<file path="config.mk">
export PLATFORM = sky130hd
export DESIGN_NAME = ft_tx_arbiter
export DESIGN_NICKNAME = d
export VERILOG_FILES = /design/src/rtl/ft_tx_arbiter.sv
export SDC_FILE = /design/constraint.sdc
export NUM_CORES = 1
export LEC_CHECK = 0
export ABC_CLOCK_PERIOD_IN_PS = 6500
export CORE_ASPECT_RATIO = 1.2
export CORE_UTILIZATION = 48
export CTS_CLUSTER_SIZE = 12
export DETAILED_ROUTE_END_ITERATION = 8
export PLACE_DENSITY = 0.86
export REMOVE_ABC_BUFFERS = 1
export SLEW_MARGIN = 20
export SYNTH_ARGS = -nofsm -noshare
export SYNTH_HDL_FRONTEND = slang
export SYNTH_SLANG_ARGS = --single-unit
</file>
<file path="constraint.sdc">
create_clock -name clk -period 6.5 [get_ports clk]
set_input_delay 1.95 -clock clk [delete_from_list [all_inputs] [get_ports clk]]
set_output_delay 1.95 -clock clk [all_outputs]
set_load 0.1 [all_outputs]
</file>
<file path="src/rtl/ft_tx_arbiter.sv">
// rtl/ft_tx_arbiter.sv - round-robin framed-burst arbiter for the FT600 host-bound write path
module ft_tx_arbiter #(
    parameter int DATA_WIDTH  = 24,
    parameter int IQ_BURST    = 512,
    parameter int CTL_MAX_LEN = 16,
    parameter int CNT_WIDTH   = 16
) (
    input  logic                  clk,
    input  logic                  reset_n,
    input  logic                  enable,
    input  logic [DATA_WIDTH-1:0] iq_data,
    input  logic                  iq_valid,
    output logic                  iq_ready,
    input  logic [CNT_WIDTH-1:0]  iq_count,
    input  logic [DATA_WIDTH-1:0] ctl_data,
    input  logic                  ctl_valid,
    input  logic                  ctl_last,
    input  logic [11:0]           ctl_len,
    output logic                  ctl_ready,
    output logic [DATA_WIDTH-1:0] out_data,
    output logic                  out_valid,
    input  logic                  out_ready,
    output logic                  busy,
    output logic                  err_len,
    output logic [CNT_WIDTH-1:0]  iq_bursts
);

    typedef enum logic [2:0] {
        S_IDLE    = 3'd0,
        S_HDR     = 3'd1,
        S_IQ_PAY  = 3'd2,
        S_CTL_PAY = 3'd3,
        S_PAD     = 3'd4,
        S_DROP    = 3'd5
    } state_t;

    localparam logic [11:0]          LP_IQ_LEN  = 12'(IQ_BURST);
    localparam logic [11:0]          LP_CTL_MAX = 12'(CTL_MAX_LEN);
    localparam logic [CNT_WIDTH-1:0] LP_IQ_THR  = CNT_WIDTH'(IQ_BURST);

    state_t                r_state;
    state_t                w_next_state;
    logic                  r_last_ctl;     // 1 = control source won the last grant
    logic                  r_src_ctl;      // source of the burst in flight
    logic [11:0]           r_len;
    logic [11:0]           r_wcnt;
    logic [CNT_WIDTH-1:0]  r_iq_bursts;
    logic                  r_err_len;

    logic                  w_iq_elig;
    logic                  w_ctl_elig;
    logic                  w_bad_len;
    logic                  w_wcnt_term;
    logic [23:0]           w_hdr;
    logic                  w_load_iq;
    logic                  w_load_ctl;
    logic                  w_wcnt_clr;
    logic                  w_wcnt_inc;
    logic                  w_burst_done;
    logic                  w_err;

    assign w_iq_elig   = enable & (iq_count >= LP_IQ_THR);
    assign w_ctl_elig  = enable & ctl_valid;
    assign w_bad_len   = (ctl_len == 12'd0) || (ctl_len > LP_CTL_MAX);
    assign w_wcnt_term = (r_wcnt == (r_len - 12'd1));
    assign w_hdr       = {8'hA5, (r_src_ctl ? 4'h2 : 4'h1), r_len};

    assign busy      = (r_state != S_IDLE);
    assign err_len   = r_err_len;
    assign iq_bursts = r_iq_bursts;

    // State register; reset abandons any burst in progress
    always_ff @(posedge clk or negedge reset_n) begin
        if (!reset_n) begin
            r_state <= S_IDLE;
        end else begin
            r_state <= w_next_state;
        end
    end

    // Next-state, output muxing and source handshakes
    always_comb begin
        w_next_state = r_state;
        out_valid    = 1'b0;
        out_data     = '0;
        iq_ready     = 1'b0;
        ctl_ready    = 1'b0;
        w_load_iq    = 1'b0;
        w_load_ctl   = 1'b0;
        w_wcnt_clr   = 1'b0;
        w_wcnt_inc   = 1'b0;
        w_burst_done = 1'b0;
        w_err        = 1'b0;
        case (r_state)
            S_IDLE: begin
                // IQ wins a tie only if control had the previous grant
                if (w_iq_elig && (!w_ctl_elig || r_last_ctl)) begin
                    w_load_iq    = 1'b1;
                    w_next_state = S_HDR;
                end else if (w_ctl_elig) begin
                    if (w_bad_len) begin
                        w_err        = 1'b1;
                        w_next_state = S_DROP;
                    end else begin
                        w_load_ctl   = 1'b1;
                        w_next_state = S_HDR;
                    end
                end
            end
            S_HDR: begin
                out_valid = 1'b1;
                out_data  = DATA_WIDTH'(w_hdr);
                if (out_ready) begin
                    w_wcnt_clr   = 1'b1;
                    w_next_state = r_src_ctl ? S_CTL_PAY : S_IQ_PAY;
                end
            end
            S_IQ_PAY: begin
                out_valid = iq_valid;
                out_data  = iq_data;
                iq_ready  = out_ready;
                if (iq_valid && out_ready) begin
                    w_wcnt_inc = 1'b1;
                    if (w_wcnt_term) begin
                        w_burst_done = 1'b1;
                        w_next_state = S_IDLE;
                    end
                end
            end
            S_CTL_PAY: begin
                out_valid = ctl_valid;
                out_data  = ctl_data;
                ctl_ready = out_ready;
                if (ctl_valid && out_ready) begin
                    w_wcnt_inc = 1'b1;
                    if (w_wcnt_term) begin
                        // Clean end takes priority when last and terminal coincide
                        if (ctl_last) begin
                            w_next_state = S_IDLE;
                        end else begin
                            w_err        = 1'b1;
                            w_next_state = S_DROP;
                        end
                    end else if (ctl_last) begin
                        w_next_state = S_PAD;
                    end
                end
            end
            S_PAD: begin
                out_valid = 1'b1;
                if (out_ready) begin
                    w_wcnt_inc = 1'b1;
                    if (w_wcnt_term) begin
                        w_next_state = S_IDLE;
                    end
                end
            end
            S_DROP: begin
                // Drain the rest of the packet without producing output
                ctl_ready = 1'b1;
                if (ctl_valid && ctl_last) begin
                    w_next_state = S_IDLE;
                end
            end
            default: begin
                w_next_state = S_IDLE;
            end
        endcase
    end

    // Burst bookkeeping: grant history, length, word counter, statistics
    always_ff @(posedge clk or negedge reset_n) begin
        if (!reset_n) begin
            r_last_ctl  <= 1'b1;
            r_src_ctl   <= 1'b0;
            r_len       <= '0;
            r_wcnt      <= '0;
            r_iq_bursts <= '0;
            r_err_len   <= 1'b0;
        end else begin
            r_err_len <= w_err;
            if (w_load_iq) begin
                r_len      <= LP_IQ_LEN;
                r_src_ctl  <= 1'b0;
                r_last_ctl <= 1'b0;
            end else if (w_load_ctl) begin
                r_len      <= ctl_len;
                r_src_ctl  <= 1'b1;
                r_last_ctl <= 1'b1;
            end
            if (w_wcnt_clr) begin
                r_wcnt <= '0;
            end else if (w_wcnt_inc) begin
                r_wcnt <= r_wcnt + 12'd1;
            end
            if (w_burst_done) begin
                r_iq_bursts <= r_iq_bursts + CNT_WIDTH'(1);
            end
        end
    end

endmodule

</file>
# Yosys cells after proc, flatten, opt, wreduce, memory -nomap -nowiden
# Index checks and enable logic that the tools add are counted.
# op_classes
n_addsub	3
order_cmp	2
eq_ne	13
mux	46
bitwise	2
n_reduce_logical	14
# op_table
cell	n
one-hot mux 24 bit (3 select lines)	1
two-way mux 12 bit	4
two-way mux 3 bit	12
two-way mux 1 bit	23
one-hot mux 3 bit (6 select lines)	1
adder 16 x 1 -> 16 bit (second input constant)	1
greater-or-equal comparator 16 x 10 -> 1 bit (second input constant)	1
adder 12 x 1 -> 12 bit (second input constant)	1
== test 12 bit	1
> comparator 12 x 5 -> 1 bit (second input constant)	1
zero test 12 bit	1
subtractor 12 x 1 -> 12 bit (second input constant)	1
inequality test 2 bit (second input constant)	5
AND reduction 7 bit	1
== test 3 x 2 -> 1 bit (second input constant)	2
== test 3 bit (second input constant)	2
inequality test 3 bit (second input constant)	2
one-hot mux 1 bit (3 select lines)	2
logical AND 1 bit	4
one-hot mux 1 bit (2 select lines)	2
nonzero test 2 bit	2
== test 3 x 1 -> 1 bit (second input constant)	1
zero test 3 bit	1
nonzero test 3 bit	1
5 further kinds	7
# totals
ff_bits	46
in_bits	83
output_inout_bits	45
elab_cells	87

# Logic depth before layout (Yosys ltp)
# Gate-level depths: netlist (run 1).
# logic_depth
ltp_word	8
mapped_depth	11
depth_no_buf	9

# Worst setup path before layout (run 1)
# No wires, ideal clock.
# synth_path
path_type	input port to output port
startpoint	input port ctl_valid
endpoint	output port out_valid
arrival_ps	4256
required_ps	4550
slack_ps	294
path_stages	3
path_buffers	0
path_cell_list	nand2b_1 -> a22oi_1 -> o21ai_0
# synth_via
elab_chain_len	1
# synth_rtl
item	line_no	text
start: declaration	16	input logic ctl_valid,
one-hot mux 1 bit (3 select lines)	94	case (r_state)
end: declaration	21	output logic out_valid,
# No other way between the ends.

# Worst setup path in the final report (run 1)
# Ends and elaborated chain as after synthesis.

==> flow_results.org, run 1 <==
** Global routing
- The number of antenna violations at the first check in global routing is 0.
- Most Crowded Layer GR :: met2
- Met1 Use GR :: 0.296
- For this run, global-route usage on met2 was measured as 0.466.
- In the global route stage, met3 resource usage came out at 0.0507.
- Summed over all layers, the global routing overflow is 0.
- Across every metal layer, demand over resource in global routing totals 0.257.
- Global-route wire length before repair :: 14500 um
- The via count of the first global-routing pass came to 3199.
- Pin count of the biggest net entering global routing :: 47

** Finish
- Finished Core Util :: 0.692
- Synthesis-to-finish area growth :: 38.4%
- The final layout contains 582 nets.
- The repair_antennas step left the layout with diodes totalling 0.
- Fraction of final layout cells with drive strength greater than 1 :: 0.0966

** Worst setup path
- Kind of start point of the critical path :: input pin
- Worst endpoint required time :: 4.55 ns
- The number of buffers and inverters on the critical path is 2.
- The critical path goes through clkdlybuf4s50_1 > nand2b_1 > a22oi_1 > o21ai_0 > buf_4.
- Slowest cell delay on critical path :: 0.57 ns
- Largest delay share family, worst path :: buffers and inverters
- By startpoint and endpoint, the worst setup path is classified as in2out.
- The setup check on the worst reg-to-reg path leaves a slack of 3.50 ns.
- Kind of end point of the critical path :: output pin
- The slowest stage of the critical path is the sky130_fd_sc_hd__clkdlybuf4s50_1 cell.
- Endpoint arrival time on the critical path :: 3.32 ns
- Crit-path max FO :: 6

** Placement
- At the end of routability-driven placement, the weighted congestion stood at 0.848.
- At the placement stage, the worst setup path has a slack of 1.21 ns.
- During placement, the flow inserted port buffers numbering 118.
- Placed wire-length estimate after detailed placement :: 6630 um

** CTS
- Depth of the CTS H-tree :: 2
- Reg clk slew, reported paths :: 0.09 ns
- Cts bufs inserted :: 5
- In this run the deepest clock path goes through 2 buffers.
- The clock net in this run drives a total of 46 sinks.
- Clock tree root driver cell :: sky130_fd_sc_hd__clkbuf_8
- Hold repair after CTS inserted 0 buffers.
- Post-CTS repair changed the size of 0 cells.
- Clock tree from TritonCTS :: yes
- Post-CTS timing repair inserted 0 buffers for setup.
- The clock reaches the later pin of the worst-skew pair after 0.31 ns.

** Floorplanning
- Floorplan die height :: 91.8 um
- 128 I/O pins were placed.
- The total area inside the core boundary comes to 6450 um^2.
- In this run the horizontal extent of the chip is 76.8 um.
- Row generation in the floorplan step produced 32 rows.
- The initial utilization of the core area, before any placement, comes to 0.500.
- The floorplan step defined a die boundary enclosing 7050 um^2.

** Synthesis
- Counting flops and latches in the post-synthesis netlist gives 46.
- Post-synthesis instance area :: 3220 um^2
- By count the netlist is led by 67 x sky130_fd_sc_hd__nor2_1, 45 x sky130_fd_sc_hd__dfrtp_1, 32 x sky130_fd_sc_hd__nand2_1, 31 x sky130_fd_sc_hd__xor2_1, 27 x sky130_fd_sc_hd__a21oi_1.
- sky130_fd_sc_hd__dfrtp_1 takes more of the synthesized area than any other cell.
- The share of synthesized area in the top cell type comes to 0.349.
- Most frequent cell after synthesis :: sky130_fd_sc_hd__nor2_1
- Among all flip-flop cells after synthesis, the most frequent one is sky130_fd_sc_hd__dfrtp_1.
- Sorting the synthesized cells by area gives the leading types as sky130_fd_sc_hd__dfrtp_1 35%, sky130_fd_sc_hd__xor2_1 8.4%, sky130_fd_sc_hd__nor2_1 7.8%, sky130_fd_sc_hd__mux2i_1 7.1%, sky130_fd_sc_hd__a21oi_1 4.2%.
- After technology mapping, the gate count stands at 392.
- Count of flip-flops with a built-in enable after synthesis :: 0
- For this run, the number of Yosys warnings is 0.
- Syn avg cell area :: 8.22 um^2
- For this run, the register share of the synthesized area comes to 0.358.
- After synthesis, the share of flip-flops with an asynchronous set or reset is 1.00.
- Count of different cell masters after synthesis :: 48

** STA
- Setup repair after global routing left no endpoint under its margin.
- Slew Viols, Final :: 0
- Fin Hold WS :: 0.478 ns
- Peak Freq :: 0.190 GHz
- Headroom to the max-slew limit came out at 0.331.
- Final critical delay including setup and external delays :: 5.27 ns
- For the pin with the worst max-slew slack, the measured transition is 1.00 ns.
- Hold Violations, Final :: 0
- Post-route clock period utilization :: 0.810
- Setup total negative slack on the finished layout was measured at 0 ns.
- Fin Clk Skew :: 0.00624 ns
- Setup violations remaining at the end of the flow were counted as 0.
- Worst setup slack after layout :: 1.23 ns

** Drt
- Post-detailed-route wirelength per cell :: 14.9 um
- Count of nets left with antenna violations after detail routing :: 0
- After the first detailed-routing iteration, the DRC count stood at 183.
- DRC Markers :: 0
- Length of the first detailed-routing pass in iterations :: 4
- Vias :: 3200
- The routed design has 8680 um of wire.
- Via density per instance :: 5.50

** Outcome
- The run finished with clean final reports.

** Power and ir drop
- Dividing total power by cell area gives a power density of 461 nW/um^2.
- VDD sags by at most 0.000394 V.
- Summed over all cells, the static leakage comes to 2.11 nW.

** Flow run
- The tool flagged a number of max-cap violations equal to 0.

** Min path
- Min-Delay Path Class :: reg2reg
## per-layer routing
metal  share of wire  vias up
li1                -     1556
met3           0.083       12
met5               0        -
met1            0.39     1498
met2            0.51      134
met4           0.016        0
## final timing paths
check                      cells past startpoint       start            end
hold / removal                                 2  r_last_ctl     r_last_ctl
setup reg to reg                               7  r_state[1]   iq_bursts[1]
min in group asynchronous                      1     reset_n  iq_bursts[14]
hold reg to reg                                2  r_last_ctl     r_last_ctl
setup / recovery                               5   ctl_valid      out_valid
max in group asynchronous                      1     reset_n     r_state[0]
## logic make-up (layout without fill, tap and decap cells)
group	after synthesis	after routing	synth area share
flip-flops	46	46	0.358
AND/OR/NAND/NOR	183	183	0.290
multiplexers	25	25	0.0784
AO/OA/AOI/OAI	56	56	0.100
adder cells (fa/ha/maj)	3	3	0.0116
XOR/XNOR	43	43	0.117
buffers and inverters	36	141	0.0458
## final cells by class
cell class                 instances  area [um^2]
timing repair buffer             118         1110
inverter                          15         56.3
fill                             535         1990
clock inverter                     2         37.5
tap                               85          106
sequential                        46         1150
multi-input combinational        310         1920
clock buffer                       6         72.6
## state kept, by name, indices dropped and copies added (netlist names)
name        cells
err_len         1
iq_bursts      16
r_last_ctl      1
r_len          12
r_src_ctl       1
r_state         3
r_wcnt         12
## worst min-delay path, cell delays in order, from the launching register on
cell,delay (ns)
sky130_fd_sc_hd__dfstp_2,0.38
sky130_fd_sc_hd__inv_1,0.05
sky130_fd_sc_hd__a21oi_1,0.05
## power breakdown
part | switching, W | total [W] | internal [W] | leakage (nW)
clock network | 0.0000978 | 0.000213 | 0.000115 | 0.0514
registers | 0.000128 | 0.000453 | 0.000325 | 0.610
logic | 0.00100 | 0.00139 | 0.000387 | 1.45
## cells in the final DEF, fill, tap and decap left out, drive strengths merged, types with 5 or more instances in the layout
cell type,instances
nand3,13
nor4,8
inv,15
nand4,11
and3,5
nand2,32
clkdlybuf4s50,90
xnor2,12
xor2,31
dfrtp,45
a21oi,27
nand3b,6
mux2i,23
nor3,15
nor2,67
and2,8
clkbuf,6
buf,28
o21ai,18
## per-stage QoR
| stage | instances | power [W] | instance area [um^2] |
|---|---|---|---|
| 5_1_grt | 582 | 0.00216 | 4460 |
| 2_1_floorplan | 371 | 0.00153 | 3130 |
| 6_report | 582 | 0.00206 | 4460 |
| 3_3_place_gp | 574 | 0.00182 | 4350 |
| 3_5_place_dp | 574 | 0.00185 | 4350 |
| 4_1_cts | 582 | 0.00206 | 4460 |
Power figures use the tool's default switching activity.
==> run 2, diff against run 1 <==
- ABC_CLOCK_PERIOD_IN_PS: 6500 -> 4300
- CORE_UTILIZATION: 48 -> 40
- PLACE_DENSITY: 0.86 -> 0.77
- clock period: 6.5 -> 4.3 ns (I/O delays scaled with it)
==> run 2 against run 1 <==
- the run now ends with DRC left
- via count increased by 1.2%
- non-clock buffer count increased by 6
- hold slack improved by 0.0080 ns
- largest cell class unchanged
- routed wire length increased by 7.2%
- count of clock-buffer cells in the layout unchanged
- clock skew increased by 0.0030 ns
- utilization decreased by 6.6 points
- worst setup slack got worse by 0.95 ns
- sequential share of layout area decreased by 2.1 points
==> flow_results.org, run 2 (synthesized netlist as in run 1, its figures left out) <==
** Outcome
- Run status :: finished with violations
- The checks that failed: DRC.

** Power and ir drop
- The share of total power consumed by net switching is 0.549 (-0.0486).
- Reported leakage power :: 2.24 nW (+6.2%)
- The sequential share of power came to 0.176 (-0.044).
- The power spent charging and discharging nets is 0.00196 W (+60%).
- Gate power share :: 0.733 (+0.057)
- The ratio of total power to cell area was 736 nW/um^2 (+60%).
- The clock network fraction of design power came to 0.091 (-0.012).
- The worst IR drop on VDD came to 0.000255 V (-35%).
- The cell internal power dissipation was 0.00161 W (+95%).

** Floorplanning
- Effective utilization at floorplan :: 0.416 (-0.0842)
- The placeable core region came to 7750 um^2 (+20%).
- Width of the chip :: 83.9 um (+9.3%)
- Number of rows in the core area :: 35 (+9.4%)
- The number of ports placed on the die boundary was 128 (unchanged).
- Die area :: 8420 um^2 (+19%)
- Floorplan die height :: 100 um (+9.3%)

** CTS
- Clock tree synthesis selected as its root buffer the cell sky130_fd_sc_hd__clkbuf_8.
- Total of cells resized after clock tree synthesis :: 0 (unchanged)
- Hold buffer count at CTS :: 0 (unchanged)
- Reg clk slew, reported paths :: 0.09 ns (about the same)
- The post-CTS setup buffer count is 0 (unchanged).
- Depth of the CTS H-tree :: 2 (unchanged)
- Clock tree from TritonCTS :: yes
- Clock Path Buffers :: 2 (unchanged)
- The clock net sink count is 46 (unchanged).
- The CTS buffer count came to 5 (unchanged).
- Clock latency at the later pin of the worst-skew pair :: 0.30 ns (about the same)

** STA
- In the finished design, the share of the clock period the worst path needs comes to 0.933.
- Worst max-slew margin expressed relative to the limit :: 0.349 (+0.0182)
- The final-report hold violation count came to 0 (unchanged).
- Final critical delay including setup and external delays :: 4.01 ns
- Final setup viols :: 0 (unchanged)
- For this run, the top clock speed supported by timing is 0.249 GHz.
- Fin Clk Skew :: 0.00928 ns (+0.00304 ns)
- TNS Setup :: 0 ns (unchanged)
- Unrepaired setup endpoints after global routing :: false
- The pin slew with the least headroom to its limit is 0.974 ns (-0.0272 ns).
- The number of max-slew violations in the final report is 0 (unchanged).

** Finish
- Count of placed standard cells in the final layout, fillers left out :: 595 (+2.2%)
- The final net count is 588 (+1.0%).
- The utilization of the core after routing is 0.626 (-0.0665).
- The antenna diode count was 0 (unchanged).
- Most common cell after layout, fill and taps aside :: sky130_fd_sc_hd__clkdlybuf4s50_1
- Highest-count cells in the layout ignoring fill and taps :: 89 x sky130_fd_sc_hd__clkdlybuf4s50_1, 67 x sky130_fd_sc_hd__nor2_1, 45 x sky130_fd_sc_hd__dfrtp_1, 32 x sky130_fd_sc_hd__nand2_1, 31 x sky130_fd_sc_hd__xor2_1
- Fraction of final layout cells with drive strength greater than 1 :: 0.107 (+0.0108)
- The flip-flop count of the largest register after layout was 16 (unchanged).
- Synthesis-to-finish area growth :: 50.4%

** Placement
- Port buffer count :: 118 (unchanged)
- The placer congestion estimate came to 0.896 (+5.7%).
- Placed wire-length estimate after detailed placement :: 7120 um (+7.4%)
- Instance count after placement with tap cells included :: 587 (+2.3%)

** Global routing
- The maximum number of pins on one net before global-route repair is 47 (unchanged).
- Via count of the first global-routing pass :: 3142 (-1.8%)
- The number of antenna violations at the first check in global routing came to 0 (unchanged).
- The overall fraction of global-route tracks in use is 0.219 (-0.0380).
- The residual overflow from global routing was 0 (unchanged).
- Global-route wire length before repair :: 15000 um (+3.6%)

** Drt
- The via-per-instance ratio was 5.44 (-0.99%).
- The post-detailed-route wirelength per cell came to 15.6 um (+4.9%).
- Count of nets left with antenna violations after detail routing :: 0 (unchanged)
- The violation count after the first detailed-route iteration is 285 (+56%).
- The number of vias in the routed layout is 3239 (+1.2%).
- The sum of routed wire length over all layers is 9310 um (+7.2%).
- DRC Markers :: 26 (+26)
- Length of the first detailed-routing pass in iterations :: 7 (+3)

** Worst setup path
- Critical path type :: in2out
- STA classifies the critical path endpoint as an output pin.
- The highest net fanout along the worst path was 6 (unchanged).
- STA classifies the critical path startpoint as an input pin.
- The data required time at the worst endpoint came to 3.01 ns (-1.54 ns).
- Endpoint arrival time on the critical path :: 2.72 ns (-0.60 ns)

** Min path
- The path class of the tightest hold or removal check is reg2reg.

** Flow run
- Maximum Capacitance Violations :: 0 (unchanged)
==> run 2: path summary, 6_finish.rpt <==
kind | start | endpoint | slack [ns] | cells past startpoint
min in group asynchronous | reset_n | r_wcnt[4] | 0.99 | 1
setup reg to reg | r_len[0] | r_state[0] | 1.34 | 9
setup / recovery | ctl_valid | out_valid | 0.29 | 5
hold / removal | r_last_ctl | r_last_ctl | 0.49 | 2
max in group asynchronous | reset_n | r_state[2] | 2.93 | 1
hold reg to reg | r_last_ctl | r_last_ctl | 0.49 | 2
==> run 2: per-layer routing <==
metal / vias up / GRT usage / wire length [um]
met4: 0 / 0.0663 / 154
met5: - / 0 / 0
met2: 128 / 0.396 / 4730
li1: 1565 / - / -
met1: 1533 / 0.260 / 3610
met3: 13 / 0.0493 / 811
==> run 2: cell type report <==
cell class / instances / area [um^2]
Fill cell: 663 / 2900
Multi-Input combinational cell: 310 / 1920
Timing Repair Buffer: 124 / 1490
Sequential cell: 46 / 1150
Tap cell: 92 / 115
Clock buffer: 6 / 72.6
Inverter: 15 / 56.3
Clock inverter: 2 / 37.5
==> run 2: worst max-delay path, cell delays in order <==
cell	delay, ns
sky130_fd_sc_hd__clkdlybuf4s50_1	0.59
sky130_fd_sc_hd__nand2b_1	0.18
sky130_fd_sc_hd__a22oi_1	0.07
sky130_fd_sc_hd__o21ai_0	0.36
sky130_fd_sc_hd__buf_12	0.23
==> run 2: per-stage QoR <==
step                setup WS [ns]  total power, W  hold slack, ns  instance area [um^2]
floorplan                  -0.759         0.00232           0.447                  3130
global placement            0.342         0.00321           0.461                  4740
detailed placement          0.305         0.00326           0.471                  4740
CTS                         0.303         0.00358           0.490                  4850
global route                0.205         0.00374           0.507                  4850
finish                      0.288         0.00357           0.486                  4850
==> run 2: power by group through the flow <==
stage | Clock (W) | Combinational, W | Sequential (W)
global placement | 0 | 0.00258 | 0.000634
detailed placement | 0 | 0.00262 | 0.000638
CTS | 0.000329 | 0.00263 | 0.000629
floorplan | 0 | 0.00167 | 0.000644
global route | 0.000348 | 0.00274 | 0.000642
finish | 0.000324 | 0.00262 | 0.000630
==> run 3, diff against run 2 <==
- ABC_CLOCK_PERIOD_IN_PS: 4300 -> 4600
- CORE_UTILIZATION: 40 -> 44
- PLACE_DENSITY: 0.77 -> 0.8
- clock period: 4.3 -> 4.6 ns (I/O delays scaled with it)
==> run 3 against run 2 <==
- the flow now finishes without violations
- design area decreased by 2.4%
- sequential power decreased by 4.1%
- worst setup slack improved by 0.20 ns
- die area decreased by 8.9%
- critical path type unchanged
- hold slack got worse by 0.013 ns
- highest routed layer unchanged
- clock skew about the same
==> flow_results.org, run 3 (synthesized netlist as in run 1, its figures left out) <==
** Finish
- The library cell used most frequently in the layout, excluding fill and tap cells, is sky130_fd_sc_hd__clkdlybuf4s50_1.
- The fraction of layout instances using a drive strength above 1 was 0.104 (-0.00377).
- The non-filler instance count after layout was 589 (-1.0%).
- The final net count was 587 (-0.17%).
- Max reg flops :: 16 (unchanged)
- Highest-count cells in the layout ignoring fill and taps :: 89 x sky130_fd_sc_hd__clkdlybuf4s50_1, 67 x sky130_fd_sc_hd__nor2_1, 45 x sky130_fd_sc_hd__dfrtp_1, 32 x sky130_fd_sc_hd__nand2_1, 31 x sky130_fd_sc_hd__xor2_1
- Antenna diode count :: 0 (unchanged)
- The post-layout instance area was 4730 um^2 (-2.4%).
- From synthesis to final layout, the design area changed by 46.9%.
- The number of fillers in the final layout is 558 (-16%).

** Min path
- In this run the most critical hold path is launched from iq_bursts[15].
- The min-delay analysis places its worst path in the category reg2reg.
- The number of cells on the worst hold path came to 1 (-1).
- For hold timing, the worst endpoint is iq_bursts[15].

** STA
- Fin Hold WS :: 0.473 ns (-0.0128 ns)
- Slew Viols, Final :: 0 (unchanged)
- Final setup viols :: 0 (unchanged)
- The smallest clock period supported by the final layout is computed as 4.11 ns.
- The final-report hold violation count was 0 (unchanged).
- Setup repair after global routing left no endpoint under its margin.
- The worst clock skew came to 0.00971 ns (+0.000435 ns).
- Dividing the final minimum period by the clock period gives 0.893.
- Worst-Margin Slew :: 0.984 ns (+0.0106 ns)
- Worst setup slack after layout :: 0.490 ns (+0.202 ns)
- Worst max-slew margin expressed relative to the limit :: 0.342 (-0.00709)
- Derived from the worst setup path, the maximum achievable clock frequency is 0.243 GHz.

** Placement
- The half-perimeter wire length after placement was 7170 um (+0.78%).
- The minimum setup slack after placement is 0.484 ns (+0.179 ns).
- Placer Congestion :: 0.866 (-3.4%)
- Port buffer count :: 118 (unchanged)
- The number of cells after detailed placement came to 581 (-1.0%).
- The cell area after placement was 4650 um^2 (-1.9%).

** Drt
- The violation count after the first detailed-route iteration came to 111 (-61%).
- Count of nets left with antenna violations after detail routing :: 0 (unchanged)
- The via-per-instance ratio is 5.51 (+1.2%).
- The post-detailed-route wirelength per cell is 15.7 um (+0.50%).
- The number of optimization iterations in the first detailed-route pass is 4 (-3).
- DRC Markers :: 0 (-100%)
- The number of vias in the routed layout is 3245 (+0.19%).
- Total routed wirelength :: 9260 um (-0.52%)

** CTS
- Depth of the CTS H-tree :: 2 (unchanged)
- Cts bufs inserted :: 5 (unchanged)
- The latest clock arrival within the worst-skew pair was 0.30 ns (about the same).
- The maximum number of buffers from clock root to sink came to 2 (unchanged).
- CTS placed an instance of sky130_fd_sc_hd__clkbuf_8 at the clock tree root.
- Clock sinks :: 46 (unchanged)
- Count of buffers added by post-CTS timing repair for setup :: 0 (unchanged)
- Clock tree from TritonCTS :: yes
- Reg clk slew, reported paths :: 0.08 ns (about the same)
- The post-cts repair resize count was 0 (unchanged).
- The number of hold buffers added after CTS came to 0 (unchanged).

** Power and ir drop
- IR drop worst, VDD :: 0.000533 V (+110%)
- The sum of internal, switching and leakage power was 0.00321 W (-10%).
- The cell leakage power came to 2.20 nW (-1.8%).
- Total power divided by cell area :: 677 nW/um^2 (-8.0%)

** Worst setup path
- Critical register-to-register path endpoint :: iq_bursts[6]
- Worst reg2reg path startpoint :: r_len[0]
- The data required time at the worst endpoint came to 3.22 ns (+0.21 ns).
- Critical path type :: in2out
- Crit-path max FO :: 6 (unchanged)
- Endpoint arrival time on the critical path :: 2.73 ns (about the same)
- Register-to-Register Setup Slack :: 1.64 ns (+0.30 ns)
- Kind of end point of the critical path :: output pin
- STA classifies the critical path startpoint as an input pin.
- The cell count of the worst reg-to-reg path is 9 (unchanged).

** Floorplanning
- The placeable core region was 6980 um^2 (-10%).
- The row count came to 33 (-5.7%).
- The die boundary height was 95.8 um (-4.6%).
- The die boundary width is 80.1 um (-4.5%).
- The effective utilization at floorplan is 0.462 (+0.0461).
- Number of I/O pins :: 128 (unchanged)
- The area of the die came to 7670 um^2 (-8.9%).

** Global routing
- The number of antenna violations at the first check in global routing came to 0 (unchanged).
- The global-route wire length before repair came to 14400 um (-4.1%).
- The residual overflow from global routing was 0 (unchanged).
- The overall fraction of global-route tracks in use was 0.241 (+0.0215).
- The via count of the first global-routing pass came to 3109 (-1.1%).
- The maximum number of pins on one net before global-route repair came to 47 (unchanged).

** Outcome
- Run status :: finished, final reports clean

** Flow run
- Maximum Capacitance Violations :: 0 (unchanged)
[run 3: routing by layer]
| metal | GRT usage | share of wire | vias to the layer above |
|---|---|---|---|
| met2 | 0.450 | 0.53 | 124 |
| met4 | 0.0699 | 0.015 | 0 |
| met1 | 0.278 | 0.38 | 1544 |
| met3 | 0.0445 | 0.079 | 15 |
| met5 | 0 | 0 | - |
| li1 | - | - | 1562 |
[run 3: final cells by class]
| type | instances | area (um^2) | area share |
|---|---|---|---|
| Multi-Input combinational cell | 310 | 1920 | 0.406 |
| Timing Repair Buffer | 123 | 1410 | 0.298 |
| Sequential cell | 46 | 1150 | 0.243 |
| Tap cell | 87 | 109 | 0.0230 |
| Clock buffer | 7 | 76.3 | 0.0161 |
| Inverter | 15 | 56.3 | 0.0119 |
| Clock inverter | 1 | 7.51 | 0.00159 |
[run 3: how the worst max path moves through the flow]
stage,to,cells past startpoint,startpoint
2_1_floorplan,out_valid,4,r_state[1]
3_3_place_gp,out_valid,5,ctl_valid
3_5_place_dp,out_valid,5,ctl_valid
4_1_cts,out_valid,5,ctl_valid
5_1_grt,out_valid,5,ctl_valid
6_report,out_valid,5,ctl_valid
[run 3: per-stage QoR]
stage / util / setup TNS [ns]
global placement: 0.666 / 0
detailed placement: 0.666 / 0
finish: 0.678 / 0
floorplan: - / -0.549
global route: 0.678 / 0
CTS: 0.678 / 0
[run 3: power breakdown]
group / internal, W / switching (W) / leakage (nW) / total (W)
clock: 0.000108 / 0.000134 / 0.0385 / 0.000242
sequential: 0.000460 / 0.000143 / 0.611 / 0.000604
combinational: 0.000822 / 0.00154 / 1.55 / 0.00236
total: 0.00139 / 0.00182 / 2.20 / 0.00321
[run 3: worst max-delay path, cell delays in order]
cell,delay [ns]
sky130_fd_sc_hd__clkdlybuf4s50_1,0.56
sky130_fd_sc_hd__nand2b_1,0.17
sky130_fd_sc_hd__a22oi_1,0.07
sky130_fd_sc_hd__o21ai_0,0.32
sky130_fd_sc_hd__buf_12,0.22
